--- src/rtl/switch_debouncer.sv ---
// switch_debouncer: conditions asynchronous board switch pins for the I/O bus.
// Each bit passes through a SYNC_STAGES-deep synchroniser. A two-state FSM per
// bit then accepts a new level only after it has persisted for STABLE_CYCLES
// clocks. The accepted level is presented on a registered output, together
// with a one-cycle `changed` strobe.
// Optional feature macro: SWITCH_DEBOUNCER_EDGE_EN adds registered `rise` and
// `fall` pulse outputs after `changed`.
// Observation point: the per-bit FSM state is g_bit[i].state_q
// (IDLE / COUNT), with the matching counter in g_bit[i].cnt_q.
module switch_debouncer #(
  parameter int               WIDTH         = 4,
  parameter int               STABLE_CYCLES = 1_000_000,
  parameter int               SYNC_STAGES   = 2,
  parameter logic [WIDTH-1:0] RESET_VALUE   = '0
) (
  input  logic             clock,
  input  logic             n_reset,
  input  logic [WIDTH-1:0] raw_switch,
  output logic [WIDTH-1:0] switch,
  output logic [WIDTH-1:0] changed
`ifdef SWITCH_DEBOUNCER_EDGE_EN
  ,
  output logic [WIDTH-1:0] rise,
  output logic [WIDTH-1:0] fall
`endif
);

  // The counter only has to reach STABLE_CYCLES. The FSM leaves COUNT at
  // that value, so the counter can never wrap.
  localparam int             CW       = $clog2(STABLE_CYCLES + 1);
  localparam logic [CW-1:0] CNT_MAX  = CW'(STABLE_CYCLES);
  localparam logic [CW-1:0] CNT_ONE  = CW'(1);

  typedef enum logic {
    IDLE  = 1'b0,
    COUNT = 1'b1
  } state_t;

  if (SYNC_STAGES < 2 || SYNC_STAGES > 4) begin : g_bad_sync_stages
    $error("switch_debouncer: SYNC_STAGES must be 2..4");
  end
  if (STABLE_CYCLES < 1 || STABLE_CYCLES > (1 << 24)) begin : g_bad_stable_cycles
    $error("switch_debouncer: STABLE_CYCLES must be 1..2^24");
  end

  logic [WIDTH-1:0] sync_q [SYNC_STAGES];
  logic [WIDTH-1:0] sync;

  // Plain flop chain with no logic between the stages. The last stage is the
  // level that is safe to use.
  always_ff @(posedge clock or negedge n_reset) begin
    if (!n_reset) begin
      for (int s = 0; s < SYNC_STAGES; s++) begin
        sync_q[s] <= RESET_VALUE;
      end
    end else begin
      sync_q[0] <= raw_switch;
      for (int s = 1; s < SYNC_STAGES; s++) begin
        sync_q[s] <= sync_q[s-1];
      end
    end
  end

  assign sync = sync_q[SYNC_STAGES-1];

  for (genvar i = 0; i < WIDTH; i++) begin : g_bit
    state_t        state_q, state_d;
    logic [CW-1:0] cnt_q, cnt_d;
    logic          sw_q, sw_d;
    logic          chg_q, chg_d;
    logic          in_bit;

    assign in_bit = sync[i];

    // Next state: count while the synchronised level disagrees with the
    // accepted level. Drop out on a bounce back, and accept at the window end.
    always_comb begin
      state_d = state_q;
      cnt_d   = cnt_q;
      sw_d    = sw_q;
      chg_d   = 1'b0;
      case (state_q)
        IDLE: begin
          cnt_d = '0;
          if (in_bit != sw_q) begin
            state_d = COUNT;
            cnt_d   = CNT_ONE;
          end
        end
        COUNT: begin
          if (in_bit == sw_q) begin
            state_d = IDLE;
            cnt_d   = '0;
          end else if (cnt_q == CNT_MAX) begin
            state_d = IDLE;
            cnt_d   = '0;
            sw_d    = in_bit;
            chg_d   = 1'b1;
          end else begin
            cnt_d = cnt_q + CNT_ONE;
          end
        end
        default: begin
          state_d = IDLE;
          cnt_d   = '0;
        end
      endcase
    end

    // State, counter, accepted level and strobe registers.
    always_ff @(posedge clock or negedge n_reset) begin
      if (!n_reset) begin
        state_q <= IDLE;
        cnt_q   <= '0;
        sw_q    <= RESET_VALUE[i];
        chg_q   <= 1'b0;
      end else begin
        state_q <= state_d;
        cnt_q   <= cnt_d;
        sw_q    <= sw_d;
        chg_q   <= chg_d;
      end
    end

    assign switch[i]  = sw_q;
    assign changed[i] = chg_q;

`ifdef SWITCH_DEBOUNCER_EDGE_EN
    logic rise_q, fall_q;

    // Edge strobes share the timing of `changed`, split by the new level.
    always_ff @(posedge clock or negedge n_reset) begin
      if (!n_reset) begin
        rise_q <= 1'b0;
        fall_q <= 1'b0;
      end else begin
        rise_q <= chg_d & sw_d;
        fall_q <= chg_d & ~sw_d;
      end
    end

    assign rise[i] = rise_q;
    assign fall[i] = fall_q;
`endif
  end

endmodule

--- config.mk ---
export PLATFORM = sky130hd
export DESIGN_NAME = switch_debouncer
export DESIGN_NICKNAME = d
export VERILOG_FILES = /design/src/rtl/switch_debouncer.sv
export SDC_FILE = /design/constraint.sdc
export NUM_CORES = 1
export LEC_CHECK = 0
export BUFFER_PORTS_ARGS = -buffer_cell sky130_fd_sc_hd__buf_2
export CORE_ASPECT_RATIO = 1.1
export CORE_MARGIN = 2
export CORE_UTILIZATION = 60
export CTS_BUF_LIST = sky130_fd_sc_hd__clkbuf_2 sky130_fd_sc_hd__clkbuf_4 sky130_fd_sc_hd__clkbuf_8
export CTS_CLUSTER_SIZE = 28
export DETAILED_ROUTE_END_ITERATION = 8
export PLACE_DENSITY = 0.79
export SLEW_MARGIN = 20
export SYNTH_ARGS = -nofsm -noshare
export SYNTH_HDL_FRONTEND = slang
export SYNTH_SLANG_ARGS = --single-unit
--- constraint.sdc ---
create_clock -name clock -period 2.4 [get_ports clock]
set_input_delay 0.24 -clock clock [delete_from_list [all_inputs] [get_ports clock]]
set_output_delay 0.24 -clock clock [all_outputs]
set_load 0.01 [all_outputs]
---- After elaboration in Yosys (flattened, before gate mapping) ----
Index checks and enable logic that the tools add are counted.
cells by class
  add/sub/neg operators ................... 4
  eq/ne operators ......................... 12
  muxes and demuxes ....................... 44
  bitwise gates (word level) .............. 8
  reduce and logical (&&, ||, !) cells .... 4
operators by type and width
  cell                                                             count
  20-bit two-way mux                                               8
  20-bit case mux with 2 select lines                              4
  20-bit by 1-bit adder with 20-bit output, second input constant  4
  20-bit equality test, second input constant                      4
  1-bit two-way mux                                                28
  3-bit AND reduction                                              4
  1-bit NOT                                                        8
  1-bit case mux with 2 select lines                               4
  1-bit equality test                                              4
  1-bit != test                                                    4
storage, ports and cells
  register bits ........................... 100
  input port bits ......................... 6
  output and inout port bits .............. 8
  word-level logic and storage cells ...... 90

---- Depth between registers and ports, before layout ----
Gate-level depths: netlist (run 1).
  depth after elaboration ................. 4
  depth in mapped cells ................... 7
  mapped depth without buffers ............ 6

---- Worst setup path before layout (run 1) ----
OpenSTA, ideal clock, no wires.
  path type ............................... flip-flop to flip-flop
  from .................................... register g_bit[3].cnt_q[0]
  to ...................................... register g_bit[3].sw_q
  library setup time ...................... 0.125 ns
  arrival ................................. 1.974 ns
  slack ................................... 0.301 ns
  cell stages (with the launch flop) ...... 7
  period minus slack after synthesis ...... 2.099 ns
  cells stage by stage .................... dfrtp_1 > inv_1 > ha_1 > or4bb_1 > or3_1 > nor3_2 > mux2_2
between the ends
  longest elaborated chain between the ends .. 2
RTL lines
  what                                  RTL line  text
  start, declared                       68        logic [CW-1:0] cnt_q, cnt_d;
  start signal, assigned                119       cnt_q <= cnt_d;
  20-bit equality test                  94        end else if (cnt_q == CNT_MAX) begin
  3-bit AND reduction (no source line)  n/a
  end signal, assigned                  115       sw_q <= RESET_VALUE[i];
  end signal, assigned                  120       sw_q <= sw_d;
  end, declared                         69        logic sw_q, sw_d;
No other way between the ends.
A chain may end at the register's enable or synchronous reset.

---- Worst setup path in the final report (run 1) ----
Ends and elaborated chain as after synthesis.

==> metrics.txt, run 1 <==
Die ar. 8830 um2; Ys Warns 0; Die Span X 89.8 um; count leader, synth dfrtp_1; Worst Path Max Fanout 4; Fin Hold WS 0.358 ns; Antenna Cells 0; Final Hold Viols 0; root buffer cell clkbuf_8; arrival time of the worst setup path 2.50 ns; clk sinks 100; status finished, final reports clean; I/O Buffers 13; Reg clk slew, reported paths 0.09 ns; routed vias 3587; clock tree buffer depth 2; Cell Pwr Density 531 nW/um2; WS Path Type reg -> reg; Hold Crit Class reg -> reg; CP Capture Type register; leading area contributor after synthesis dfrtp_1; drc violations 0; Final ANT Viol Nets 0; max cap viols 0; Mapped Cells 492; setup violators final 0; CP Launch Type register; Worst Hold Launch sync_q[7]$_DFF_PN0_; Async SR Flop Fraction 1.00; Synth top area share 0.515; post-route setup TNS 0 ns; fmax 442 MHz; Critical path origin g_bit[3].cnt_q[0]$_DFF_PN0_; die height 98.4 um; Leak 0.00209 uW; fin. max-slew vios 0; Worst Tran Pin Value 0.531 ns; RD Place Congestion 0.838; vias in the first global route 3687; initial core utilization 0.617; Worst-Skew Late Latency 0.35 ns; Starting DRT DRC Count 78; number of setup buffers added after CTS 0; slew margin rel. 0.646; RSZ-0062 raised after global routing no; Tcrit/Tclk final 0.942; clock period minus worst slack 2.26 ns; CP Data Required Time 2.64 ns; Worst Skew 0.00833 ns; number of synthesized register bits 100; Core Area 7870 um2; drt via density 5.76; CTS tree yes; DPL Wire Length 5980 um; Total Routing Usage GR 0.221; total routed wirelength 8690 um; TritonCTS Buffers 9; placed insts 602; EDFF count, synth 0; first-pass GRT wire length 16000 um; synthesized area per cell 9.87 um2; Area Growth Syn to Fin 8.24%; Synth top cells by count 100 x dfrtp_1, 69 x nor2_1, 32 x nand3_1, 32 x xnor2_1, 27 x nand2_1; Final nets 524; initial antenna violation count 0; Core Util, Final 0.668; FF-to-FF Start g_bit[3].cnt_q[0]$_DFF_PN0_; Synth area leaders dfrtp_1 52%, xnor2_1 5.8%, nor2_1 5.3%; Syn Nets 506; sequential element share of the synthesized area 0.515; WL per Instance 13.9 um; # IOs 14; top_reg_cell synth dfrtp_1; distinct cell type count after synthesis 39; Worst IR Drop VDD 391 uV; ratio of cells with drive above 1 in the final layout 0.0951; drt pass-1 iters 4; Syn Std Cell Area 4860 um2; H-tree depth 3; largest net degree at the start of global routing 101; Post-Layout Cell Count 623; number of core rows 34; total congestion overflow 0
## cell type report
cell class,count,area (um2)
Clock buffer,11,145
Clock inverter,5,27.5
Fill cell,625,2610
Inverter,22,82.6
Multi-Input combinational cell,351,2160
Sequential cell,100,2500
Tap cell,108,135
Timing Repair Buffer,26,203
## per-stage QoR
stage               total power (uW)  area (um2)  setup WS [ns]
floorplan                       1800        4860          0.301
global placement                1860        5030          0.264
detailed placement              1870        5030          0.162
CTS                             2830        5260          0.140
global route                    2920        5260         0.0193
finish                          2790        5260          0.140
## cells in the final DEF, fill, tap and decap left out, drive strengths merged, types with 3 or more instances in the layout
cell,count
nand3,32
nand4b,3
or4,13
inv,22
buf,21
clkbuf,11
and3,8
dlygate4sd3,5
nand2,27
mux2,4
nor4,12
xnor2,32
clkinv,4
nor4b,7
nand4,13
ha,8
and2,3
nor2,69
or3,16
xor2,21
and4,6
a21oi,27
o21ai,20
nor3,12
o31ai,11
dfrtp,100
## kinds of logic after synthesis
| family | synth area share |
|---|---|
| flip-flops | 0.515 |
| AND/OR/NAND/NOR | 0.250 |
| buffers and inverters | 0.0397 |
| XOR/XNOR | 0.0956 |
| adder cells (fa/ha/maj) | 0.0206 |
| multiplexers | 0.00927 |
| AO/OA/AOI/OAI | 0.0693 |
## worst max-delay path, stage by stage (launching register included)
cell,delay [ns]
dfrtp_1,0.41
inv_1,0.09
ha_1,0.15
or4bb_1,0.45
or3_1,0.48
nor3_2,0.19
mux2_2,0.36
## sequential cells by signal, indices dropped and copies added, names as in the netlist
register	count
g_bit.cnt_q	80
g_bit.chg_q	4
g_bit.state_q	4
g_bit.sw_q	4
sync	4
sync_q	4
## layer usage
| metal | wire length (um) | GRT usage | vias up |
|---|---|---|---|
| met3 | 215 | 0.0417 | 17 |
| met5 | 0 | 0 | - |
| li1 | - | - | 1753 |
| met2 | 4380 | 0.382 | 55 |
| met4 | 176 | 0.0959 | 0 |
| met1 | 3920 | 0.272 | 1762 |
## final timing paths
path | end | slack [ns] | cells after the start
setup / recovery | g_bit[3].sw_q$_DFFE_PN0P_ | 0.14 | 6
hold / removal | sync[3]$_DFF_PN0_ | 0.36 | 0
setup reg to reg | g_bit[3].sw_q$_DFFE_PN0P_ | 0.14 | 6
hold reg to reg | sync[3]$_DFF_PN0_ | 0.36 | 0
max in group asynchronous | g_bit[0].cnt_q[19]$_DFF_PN0_ | 1.53 | 3
min in group asynchronous | g_bit[1].cnt_q[18]$_DFF_PN0_ | 0.44 | 3
## what timing repair did
action / in CTS / in global routing
hold endpoints to repair: 104 / 0
setup endpoints to repair: 0 / 0
resized for setup: 0 / 0
hold buffers: 5 / 0
## power breakdown
group	internal, uW	leakage (uW)	total, uW	switching, uW
clock	410	0.0000923	956	546
sequential	1700	0.00136	1720	16.0
combinational	40.1	0.000636	119	78.5
Note: power is estimated with default switching activity, not from simulation.
==> run 2: changes to the inputs <==
--- a/config.mk
+++ b/config.mk
@@ -11,4 +11,5 @@
 export CORE_UTILIZATION = 60
 export CTS_BUF_LIST = sky130_fd_sc_hd__clkbuf_2 sky130_fd_sc_hd__clkbuf_4 sky130_fd_sc_hd__clkbuf_8
+export CTS_CLUSTER_DIAMETER = 60
 export CTS_CLUSTER_SIZE = 28
 export DETAILED_ROUTE_END_ITERATION = 8
@@ -18,2 +19,3 @@
 export SYNTH_HDL_FRONTEND = slang
 export SYNTH_SLANG_ARGS = --single-unit
+export TNS_END_PERCENT = 50
==> constraint.sdc (replaced) <==
create_clock -name clock -period 2.4 [get_ports clock]
set_input_delay 0.36 -clock clock [delete_from_list [all_inputs] [get_ports clock]]
set_output_delay 0.36 -clock clock [all_outputs]
set_load 0.01 [all_outputs]
==> run 2 against run 1 <==
  * Clock skew up 0.0014 ns
  * Cell area up 0.17%
  * Register-to-register slack better by 0.02 ns
  * Maximum frequency up 1.0%
  * Global-route usage down 0.057 points
  * First-iteration DRC count rose to 2.6 times the previous value
  * Largest cell class unchanged
  * Sequential power about the same
==> metrics.txt, run 2 (same netlist as run 1, synthesis figures left out) <==
Antenna Cells 0; Core Area 7870 um2; # IOs 14; vias in the first global route 3680; Max stage delay cell, worst path or4bb_1; CP Launch Type register; final instance area 5270 um2; fmax 447 MHz; Worst Path Max Fanout 4; Worst IR Drop VDD 419 uV; Tcrit/Tclk final 0.932; Reg with most FFs g_bit.cnt_q; number of core rows 34; Placed Area 5050 um2; Worst Skew 0.00972 ns; total routed wirelength 8850 um; H-tree depth 3; Hold Crit Class in -> reg; WS Path Type reg -> reg; Core Util, Final 0.669; clk sinks 100; drt pass-1 iters 5; most frequent cells in the layout 100 x dfrtp_1, 69 x nor2_1, 32 x nand3_1, 32 x xnor2_1, 27 x nand2_1; Leak 0.00209 uW; Final Hold Viols 0; clock period minus worst slack 2.24 ns; WL per Instance 14.2 um; total congestion overflow 0; drt via density 5.77; DPL Wire Length 6210 um; r2r setup slk 0.16 ns; Area Growth Syn to Fin 8.42%; worst-path cell chain inv_1 > ha_1 > or4bb_1 > or3_4 > nor3_2 > mux2_2; CP Data Required Time 2.64 ns; setup violators final 0; root buffer cell clkbuf_8; Max stage delay on crit path 0.49 ns; drc violations 0; RD Place Congestion 0.819; Fin Hold WS 0.111 ns; Worst Tran Pin Value 0.408 ns; first-pass GRT wire length 16100 um; Cell Pwr Density 552 nW/um2; max reg flops 80; routed vias 3582; TritonCTS Buffers 9; die height 98.4 um; RSZ-0062 raised after global routing no; Total Routing Usage GR 0.220; CTS tree yes; most common cell after layout, fill and taps aside dfrtp_1; largest net degree at the start of global routing 47; initial antenna violation count 0; Reg clk slew, reported paths 0.09 ns; max cap viols 0; post-route setup TNS 0 ns; Worst-Skew Late Latency 0.35 ns; clock tree buffer depth 2; status finished, final reports clean; Final ANT Viol Nets 0; Die Span X 89.8 um; Final nets 522; initial core utilization 0.617; ratio of cells with drive above 1 in the final layout 0.101; fin. max-slew vios 0; Starting DRT DRC Count 206; CP Capture Type register; arrival time of the worst setup path 2.47 ns; slew margin rel. 0.726; Die ar. 8830 um2; I/O Buffers 13
## run 2: through the flow
| step | total power, uW | instances | setup slack (ns) |
|---|---|---|---|
| after floorplan | 1800 | 492 | 0.301 |
| after global placement | 1860 | 604 | 0.265 |
| after detailed placement | 1870 | 604 | 0.147 |
| after CTS | 2940 | 621 | 0.113 |
| after global routing | 3030 | 621 | 0.0596 |
| final | 2910 | 621 | 0.163 |
## run 2: layout make-up
type	count	area, um2
Inverter	22	82.6
Sequential cell	100	2500
Clock inverter	6	63.8
Multi-Input combinational cell	351	2170
Timing Repair Buffer	24	178
Fill cell	611	2600
Tap cell	108	135
Clock buffer	10	138
## run 2: final timing paths
kind / from / to / cells after the start
hold / removal: raw_switch[1] / sync_q[5]$_DFF_PN0_ / 1
min in group asynchronous: n_reset / g_bit[1].state_q$_DFF_PN0_ / 2
max in group asynchronous: n_reset / g_bit[2].cnt_q[11]$_DFF_PN0_ / 3
setup reg to reg: g_bit[3].cnt_q[0]$_DFF_PN0_ / g_bit[3].sw_q$_DFFE_PN0P_ / 6
hold reg to reg: sync_q[7]$_DFF_PN0_ / sync[3]$_DFF_PN0_ / 0
setup / recovery: g_bit[3].cnt_q[0]$_DFF_PN0_ / g_bit[3].sw_q$_DFFE_PN0P_ / 6
## run 2: report_power, final
| group | internal (uW) | total (uW) | switching [uW] |
|---|---|---|---|
| Combinational | 38.2 | 118 | 79.4 |
| Clock | 509 | 1070 | 563 |
| Sequential | 1700 | 1720 | 15.2 |
## run 2: layer usage
layer | part of all wire | track usage
met1 | 0.45 | 0.287
met2 | 0.51 | 0.379
met3 | 0.030 | 0.0278
met4 | 0.015 | 0.0876
met5 | 0 | 0
## run 2: worst max-delay path, delay by kind of cell, from the launching register on
| kind | cells | cell delay, ns |
|---|---|---|
| fa+ha+maj | 1 | 0.15 |
| buf+inv | 1 | 0.09 |
| flops | 1 | 0.42 |
| mux | 1 | 0.37 |
| simple gates | 3 | 1.10 |
## run 2: timing repair
| item | CTS | global route |
|---|---|---|
| gates resized for setup | 0 | 1 |
| endpoints found under the hold margin | 30 | 0 |
| setup buffers | 0 | 0 |
| setup endpoints to repair | 0 | 1 |
| hold buffers | 1 | 0 |
